## config.mk

```make
export PLATFORM = sky130hd
export DESIGN_NAME = serial_paralelo_rx_flat
export DESIGN_NICKNAME = d
export VERILOG_FILES = /design/src/rtl/serial_paralelo_rx_if.sv /design/src/rtl/serial_paralelo_rx.sv /design/src/flat_wrapper.sv
export SDC_FILE = /design/constraint.sdc
export NUM_CORES = 1
export LEC_CHECK = 0
export BUFFER_PORTS_ARGS = -buffer_cell sky130_fd_sc_hd__buf_2
export CORE_ASPECT_RATIO = 1.2
export CORE_MARGIN = 1.5
export CORE_UTILIZATION = 49
export DETAILED_ROUTE_END_ITERATION = 8
export PLACE_DENSITY = 0.72
export SYNTH_ARGS = -nofsm -noshare
export SYNTH_HDL_FRONTEND = slang
export SYNTH_SLANG_ARGS = --single-unit
```

## constraint.sdc

```tcl
create_clock -name i_clk -period 1.6 [get_ports i_clk]
set_clock_uncertainty 0.15 [all_clocks]
set_input_delay 0.48 -clock i_clk [delete_from_list [all_inputs] [get_ports i_clk]]
set_output_delay 0.48 -clock i_clk [all_outputs]
set_load 0.05 [all_outputs]
```

## src/rtl/serial_paralelo_rx_if.sv

```systemverilog
// Purpose: serial lane in / byte stream out bundle between the lane and the demux.
// Latency: n/a (wires only).
// Backpressure: none; the serial lane cannot be stalled and the demux must accept every VALID pulse.
interface serial_paralelo_rx_if;
    // Signal names follow the deserializer's point of view.
    logic       i_serial_in;  // serial data, MSB of each byte first
    logic [7:0] o_data_out;   // assembled byte towards demux Rx_buffer
    logic       o_valid_out;  // 1-cycle pulse: o_data_out holds a new non-COM byte
    logic       o_active;     // high while byte-locked

    // Lane source / byte consumer side.
    modport master (
        output i_serial_in,
        input  o_data_out,
        input  o_valid_out,
        input  o_active
    );

    // Deserializer side.
    modport slave (
        input  i_serial_in,
        output o_data_out,
        output o_valid_out,
        output o_active
    );
endinterface

```

## src/rtl/serial_paralelo_rx.sv

```systemverilog
// Purpose: 1-bit lane deserializer; locks to byte boundaries on a run of COM characters, then forwards non-COM bytes.
// Latency: a byte whose last bit is sampled at posedge k is on o_data_out/o_valid_out right after posedge k.
// Backpressure: none; the lane is free-running and every forwarded byte is a single-cycle valid pulse.
module serial_paralelo_rx #(
    parameter logic [7:0]  COM_CHAR   = 8'hBC,  // alignment / idle character
    parameter int unsigned LOCK_COUNT = 4       // consecutive aligned COMs needed to lock (2..15)
) (
    input  logic                      i_clk,
    input  logic                      i_reset,  // synchronous, active-high
    serial_paralelo_rx_if.slave       io_rx
);

    typedef enum logic [1:0] {
        ST_SEARCH = 2'd0,  // sliding bit-by-bit compare against COM_CHAR
        ST_ALIGN  = 2'd1,  // candidate boundary found, counting aligned COMs
        ST_ACTIVE = 2'd2   // locked; only reset leaves this state
    } state_t;

    localparam logic [3:0] LP_LOCK = 4'(LOCK_COUNT);

    // Registered state
    state_t     r_state;
    logic [7:0] r_shift;
    logic [2:0] r_bit_cnt;
    logic [3:0] r_com_cnt;
    logic [7:0] r_data;
    logic       r_valid;

    // Next-state values
    state_t     w_state_nxt;
    logic [2:0] w_bit_cnt_nxt;
    logic [3:0] w_com_cnt_nxt;
    logic [7:0] w_data_nxt;
    logic       w_valid_nxt;

    // Combinational helpers
    logic [7:0] w_window;
    logic       w_is_com;
    logic       w_byte_end;
    logic [3:0] w_com_inc;

    // The current sample completes an 8-bit window with the seven previous bits.
    assign w_window   = {r_shift[6:0], io_rx.i_serial_in};
    assign w_is_com   = (w_window == COM_CHAR);
    assign w_byte_end = (r_bit_cnt == 3'd7);

    // COM counter increment that never exceeds the lock threshold.
    assign w_com_inc  = (r_com_cnt >= LP_LOCK) ? LP_LOCK : (r_com_cnt + 4'd1);

    // FSM state register.
    always_ff @(posedge i_clk) begin
        if (i_reset) begin
            r_state <= ST_SEARCH;
        end else begin
            r_state <= w_state_nxt;
        end
    end

    // Next-state, counter and output decode.
    always_comb begin
        w_state_nxt   = r_state;
        w_bit_cnt_nxt = r_bit_cnt + 3'd1;
        w_com_cnt_nxt = r_com_cnt;
        w_data_nxt    = r_data;
        w_valid_nxt   = 1'b0;

        case (r_state)
            ST_SEARCH: begin
                // Keep the byte counter parked; it only matters once a boundary is guessed.
                w_bit_cnt_nxt = 3'd0;
                if (w_is_com) begin
                    // This sample was bit 7 of a COM, so the next sample is bit 0 of a new byte.
                    w_state_nxt   = ST_ALIGN;
                    w_com_cnt_nxt = 4'd1;
                end
            end

            ST_ALIGN: begin
                if (w_byte_end) begin
                    if (w_is_com) begin
                        w_com_cnt_nxt = w_com_inc;
                        if (w_com_inc == LP_LOCK) begin
                            w_state_nxt = ST_ACTIVE;
                        end
                    end else begin
                        // Boundary guess was wrong; resume sliding search on the next bit
                        // without rescanning this window.
                        w_state_nxt   = ST_SEARCH;
                        w_com_cnt_nxt = 4'd0;
                        w_bit_cnt_nxt = 3'd0;
                    end
                end
            end

            ST_ACTIVE: begin
                // COMs after lock are idles: shown on the data bus but not flagged valid.
                if (w_byte_end) begin
                    w_data_nxt  = w_window;
                    w_valid_nxt = !w_is_com;
                end
            end

            default: begin
                w_state_nxt   = ST_SEARCH;
                w_bit_cnt_nxt = 3'd0;
                w_com_cnt_nxt = 4'd0;
            end
        endcase
    end

    // Shift register, counters and output registers.
    always_ff @(posedge i_clk) begin
        if (i_reset) begin
            r_shift   <= 8'h00;
            r_bit_cnt <= 3'd0;
            r_com_cnt <= 4'd0;
            r_data    <= 8'h00;
            r_valid   <= 1'b0;
        end else begin
            r_shift   <= w_window;
            r_bit_cnt <= w_bit_cnt_nxt;
            r_com_cnt <= w_com_cnt_nxt;
            r_data    <= w_data_nxt;
            r_valid   <= w_valid_nxt;
        end
    end

    // Drive the demux-facing outputs straight from flops.
    assign io_rx.o_data_out  = r_data;
    assign io_rx.o_valid_out = r_valid;
    assign io_rx.o_active    = (r_state == ST_ACTIVE);

endmodule
```

## src/flat_wrapper.sv

```systemverilog
// flat-port wrapper written by rule: the top's interface ports become plain ports
module serial_paralelo_rx_flat 
#(
    parameter logic [7:0]  COM_CHAR   = 8'hBC,                               
    parameter int unsigned LOCK_COUNT = 4                                                         
)
  (i_clk, i_reset, io_rx_i_serial_in, io_rx_o_data_out, io_rx_o_valid_out, io_rx_o_active);
  serial_paralelo_rx_if io_rx_i ();
  input  logic i_clk;
  input  logic i_reset;
  input wire logic [$bits(io_rx_i.i_serial_in)-1:0] io_rx_i_serial_in;
  output wire logic [$bits(io_rx_i.o_data_out)-1:0] io_rx_o_data_out;
  output wire logic [$bits(io_rx_i.o_valid_out)-1:0] io_rx_o_valid_out;
  output wire logic [$bits(io_rx_i.o_active)-1:0] io_rx_o_active;
  assign io_rx_i.i_serial_in = io_rx_i_serial_in;
  assign io_rx_o_data_out = io_rx_i.o_data_out;
  assign io_rx_o_valid_out = io_rx_i.o_valid_out;
  assign io_rx_o_active = io_rx_i.o_active;
  serial_paralelo_rx #(.COM_CHAR(COM_CHAR), .LOCK_COUNT(LOCK_COUNT)) u_core (.i_clk(i_clk), .i_reset(i_reset), .io_rx(io_rx_i));
endmodule
```

---- Word level (Yosys, flattened, before mapping) ----
Cells that the tools add are included.
cells by class
  add/subtract/negate cells ............... 2
  reduce and logical (&&, ||, !) cells .... 6
  $lt $le $gt $ge ......................... 1
  eq/ne operators ......................... 8
  bitwise logic cells ..................... 2
  multiplexer cells ....................... 13
operators by type and width
  cell                                                                      number
  4-bit two-way mux                                                         4
  4-bit one-hot mux with 3 select lines                                     1
  8-bit equality test (second input constant)                               1
  2-bit two-way mux                                                         4
  3-bit two-way mux                                                         2
  2-bit one-hot mux with 3 select lines                                     1
  3-bit one-hot mux with 2 select lines                                     1
  4-bit by 1-bit adder with 4-bit output (second input constant)            1
  4-bit by 3-bit equality test with 1-bit output (second input constant)    1
  4-bit by 3-bit >= comparator with 1-bit output (second input constant)    1
  2-bit by 1-bit inequality test with 1-bit output (second input constant)  2
  4-bit AND reduction                                                       1
  3-bit by 1-bit adder with 3-bit output (second input constant)            1
  3-bit equality test (second input constant)                               1
  3-bit inequality test (second input constant)                             1
  3-bit AND reduction                                                       1
  3-bit OR reduction                                                        1
  2-bit by 1-bit equality test with 1-bit output (second input constant)    1
  2-bit equality test (second input constant)                               1
  2-bit zero test                                                           1
  1-bit NOT                                                                 2
  2-bit AND reduction                                                       1
  1-bit zero test                                                           1
word-level totals
  flip-flop bits (word level) ............. 25
  logic and storage cells ................. 38
  output and inout port bits .............. 10
  input port bits ......................... 3

---- Depth between registers and ports, before layout ----
  depth in word-level cells ............... 7
  depth in mapped cells ................... 7
  mapped depth without buffers ............ 6

---- Worst setup path after synthesis ----
No wires, ideal clock.
  path type ............................... reg-to-reg
  start ................................... reg u_core.r_state[0]
  end ..................................... reg u_core.r_data[0] (netlist: u_core.io_rx.o_data_out[0])
  path buffers ............................ 1
  arrival ................................. 1.515 ns
  data required time ...................... 1.316 ns
  cell stages (with the launch flop) ...... 7
  clock period less this slack ............ 1.798 ns
  path slack .............................. -0.198 ns
  setup time .............................. 0.134 ns
  cells stage by stage .................... dfxtp_1 inv_1 ha_1 buf_2 nand2_1 nand2_1 a21oi_1
between the ends
  word-level cells in the longest chain between the ends .. 2
RTL lines
  element                        RTL line                   text
  from (decl)                    serial_paralelo_rx.sv:22   state_t r_state;
  from (signal assigned)         serial_paralelo_rx.sv:55   r_state <= w_state_nxt;
  2-bit equality test            n/a
  named net io_rx_o_active       flat_wrapper.sv:14         output wire logic [$bits(io_rx_i.o_active)-1:0] io_rx_o_active;
  2-bit AND reduction (no line)  n/a
  to (signal assigned)           serial_paralelo_rx.sv:123  r_data <= w_data_nxt;
  to (decl)                      serial_paralelo_rx.sv:26   logic [7:0] r_data;
The timed path passes the listed nets, and every way through them passes these cells.
A chain may end at the register's enable or synchronous reset.

---- Worst setup path after layout ----
  start ................................... reg u_core.r_state[1]
  end ..................................... out io_rx_o_active
between the ends
  word-level cells in the longest chain between the ends .. 1
RTL lines
  element              RTL line                   text
  2-bit equality test  serial_paralelo_rx.sv:131  assign io_rx.o_active = (r_state == ST_ACTIVE);
  to (decl)            flat_wrapper.sv:14
No other way between the ends.

==> qor_table.md <==
| Metric | Value |
|---|---|
| Count of cells along the worst register-to-register path | 6 |
| Max-slew violation count | 0 |
| Number of setup violations in the final report | 3 |
| Total core area | 2030 um2 |
| Initial Util | 50.9% |
| CP startpoint kind | flop |
| Floorplan die width | 44.9 um |
| Share of layout cells above drive strength 1 | 41.4% |
| Relative area change from synthesis to final layout | 35.0% |
| Static leakage | 0.000588 uW |
| Routability cong. | 0.770 |
| Required time worst endpoint | 0.97 ns |
| Data arrival time of the critical path | 1.07 ns |
| Power density over the cells | 717 nW/um2 |
| Router iterations before antenna repair | 4 |
| Total wirelength of the detailed-routed design | 2050 um |
| Number of synthesized flops with an enable pin | 0 |
| Slew @ Worst Pin | 0.398 ns |
| Reg-to-Reg End | u_core.r_com_cnt[0] |
| Hold Vio Cnt, Final | 0 |
| Boundary Pins | 13 |
| Highest achievable clock rate | 587 MHz |
| Unrepaired setup endpoints after global routing | yes |
| Minimum period implied by the final worst setup slack | 1.70 ns |
| Clock-pin slew reported for the worst setup and hold paths after clock tree synthesis | 0.13 ns |
| Hold path startpoint | io_rx_i_serial_in |
| IR drop worst, VDD | 0.513 mV |
| Syn Nets | 114 |
| Row Count | 18 |
| Post-layout net count | 143 |
| N_diodes | 0 |
| Synthesized area divided by synthesized cell count | 9.82 um2 |
| Post-synthesis cell type count | 34 |
| Wire length of the first global-routing pass | 3210 um |
| Clock H-tree levels | 1 |
| Via count | 846 |
| Maximum number of pins on one net before global-route repair | 16 |
| Element type at the critical path end | primary output |
| Ys async rst share | 0% |
| Per-cell via count in the routed design | 5.53 |
| Ys flop type | sky130_fd_sc_hd__dfxtp_1 |
| Max_cap viols | 0 |
| Cell count after synthesis | 105 |
| CTS Buffer Depth | 2 |
| Number of clock sinks seen by CTS | 25 |
| Setup slack, reg-to-reg | -0.03 ns |
| Number of hold buffers added after CTS | 0 |
| First-iteration detailed-routing DRC count | 6 |
| Post-layout instance area | 1390 um2 |
| Type of the tightest min-delay check | primary input to flop |
| Class of the most critical setup path | flop to primary output |
| Multi-input gate area | 603 um2 |
| Synth top cells by count | sky130_fd_sc_hd__dfxtp_1, sky130_fd_sc_hd__a21oi_1, sky130_fd_sc_hd__nand2_1, sky130_fd_sc_hd__nand3_1, sky130_fd_sc_hd__nor2b_1 |
| Average wire per cell in the routed design | 13.4 um |
| Launch point of the worst reg-to-reg path | u_core.r_state[1] |
| CP Launch Point | u_core.r_state[1] |
| Antenna-violating nets left | 0 |
| Placed Area | 1190 um2 |
| Share of Yosys cell area claimed by the top area cell type | 48.5% |
| Library cell with the largest summed area after synthesis | sky130_fd_sc_hd__dfxtp_1 |
| End point of the critical path | io_rx_o_active |
| Total of warnings raised by yosys | 0 |
| Result of the run | complete, but fails checks |
| Final HPWL DP | 1300 um |
| Synthesis-stage register bit count | 25 |
| Area of the mapped netlist | 1030 um2 |
| Clock latency on the worst-skew pair | 0.31 ns |
| CTS Buf Count | 3 |
| DRC violation count after routing | 0 |
| Top cells by area in the synthesized netlist | sky130_fd_sc_hd__dfxtp_1, sky130_fd_sc_hd__ha_1, sky130_fd_sc_hd__a21oi_1, sky130_fd_sc_hd__nor2b_1, sky130_fd_sc_hd__nand2_1 |
| Highest fanout seen on the critical path | 2 |
| Number of global-route vias before repair | 796 |
| Die Outline Area | 2390 um2 |
| Total overflow reported by the global router | 0 |
| Violated checks | setup timing |
| Clk root buf | sky130_fd_sc_hd__clkbuf_4 |
| Count of port buffers added during placement | 12 |
| Post-synthesis sequential area ratio | 48.5% |
| Global-route total usage across every layer | 19.1% |
| Antenna violations before repair | 0 |
| Worst-case headroom to the max-slew limit | 73.3% |
| Hold_ws | 0.297 ns |
| Final Cycle Share | 106% |
| Final critical-path setup slack | -0.102 ns |
| Most repeated cell in the gate-level netlist after synthesis | sky130_fd_sc_hd__dfxtp_1 |
| Number of fill cells | 167 |
| TritonCTS clock tree | done |
| Overall die height | 53.3 um |
| Register area | 505 um2 |
-- how the worst min path moves through the flow --
stage                                            end  slack, ns  cells past startpoint
after floorplan           u_core.io_rx.o_data_out[7]       0.29                      2
after global placement    u_core.io_rx.o_data_out[5]       0.29                      2
after detailed placement  u_core.io_rx.o_data_out[2]       0.29                      2
after CTS                 u_core.io_rx.o_data_out[0]       0.28                      3
after global routing               u_core.r_shift[0]       0.29                      2
final                     u_core.io_rx.o_data_out[0]       0.30                      3
-- power by group --
| part | internal, uW | switching, uW | total (uW) |
|---|---|---|---|
| Combinational | 43.8 | 49.6 | 93.4 |
| Sequential | 629 | 4.54 | 634 |
| Clock | 97.3 | 173 | 270 |
| Total | 770 | 227 | 997 |
-- area by class of cell --
class	instances	share of cell area, %
Clock buffer	4	1.89
Timing Repair Buffer	28	15.4
Tap cell	20	1.80
Multi-Input combinational cell	72	43.3
Sequential cell	25	36.3
Inverter	4	1.26
-- through the flow --
stage | util, % | cells | TNS (ns) | worst slack [ns] | power, uW
global placement | 58.5 | 142 | -0.863 | -0.198 | 710
global route | 68.6 | 153 | -0.445 | -0.148 | 1050
floorplan | - | 105 | 0 | 0.0144 | 689
finish | 68.6 | 153 | -0.148 | -0.102 | 997
detailed placement | 58.5 | 142 | -0.975 | -0.213 | 711
CTS | 63.3 | 149 | -0.441 | -0.118 | 996
-- critical path, stage by stage (launching register included) --
cell                      delay (ns)
sky130_fd_sc_hd__dfxtp_2        0.35
sky130_fd_sc_hd__buf_6          0.11
sky130_fd_sc_hd__ha_4           0.16
sky130_fd_sc_hd__buf_8          0.14
-- flip-flops by register name (all words and copies together) (netlist names) --
register	count
u_core.io_rx.o_data_out	8
u_core.r_com_cnt	4
u_core.r_state	2
u_core.r_shift	7
u_core.r_bit_cnt	3
u_core.io_rx.o_valid_out	1
-- kinds of logic (layout without fill, tap and decap cells) --
family	count (synthesis)	in the layout	synth area share, %
simple gates	40	40	23.3
compound gates	26	26	17.5
flops	25	25	48.5
buf+inv	8	36	3.40
fa+ha+maj	6	6	7.28
-- timing repair --
item,in CTS,in global routing
endpoints found under the setup margin,13,15
buffers inserted,3,4
pin swaps,2,7
gates resized for setup,12,20
-- per-layer routing --
| layer | wire [um] | track usage [%] | vias to the layer above | part of all wire [%] |
|---|---|---|---|---|
| li1 | - | - | 430 | - |
| met2 | 1010 | 32.6 | 19 | 49 |
| met5 | 0 | 0 | - | 0 |
| met3 | 51 | 3.75 | 10 | 2.5 |
| met1 | 891 | 19.8 | 387 | 43 |
| met4 | 102 | 15.2 | 0 | 5.0 |
-- cell usage in the layout, fill, tap and decap left out, types with 2 or more instances in the layout --
| cell type | Yosys | layout |
|---|---|---|
| sky130_fd_sc_hd__a211oi_2 | 1 | 2 |
| sky130_fd_sc_hd__a21oi_1 | 11 | 9 |
| sky130_fd_sc_hd__buf_2 | 1 | 6 |
| sky130_fd_sc_hd__buf_4 | 1 | 13 |
| sky130_fd_sc_hd__buf_6 | 0 | 3 |
| sky130_fd_sc_hd__clkbuf_4 | 0 | 8 |
| sky130_fd_sc_hd__dfxtp_1 | 25 | 21 |
| sky130_fd_sc_hd__dfxtp_2 | 0 | 4 |
| sky130_fd_sc_hd__ha_1 | 6 | 2 |
| sky130_fd_sc_hd__ha_2 | 0 | 2 |
| sky130_fd_sc_hd__ha_4 | 0 | 2 |
| sky130_fd_sc_hd__inv_2 | 1 | 2 |
| sky130_fd_sc_hd__nand2_1 | 11 | 10 |
| sky130_fd_sc_hd__nand3_1 | 8 | 8 |
| sky130_fd_sc_hd__nor2_1 | 4 | 4 |
| sky130_fd_sc_hd__nor2b_1 | 7 | 7 |
| sky130_fd_sc_hd__nor4b_4 | 1 | 2 |
| sky130_fd_sc_hd__o21a_1 | 2 | 2 |
Note: power is estimated with default switching activity, not from simulation.
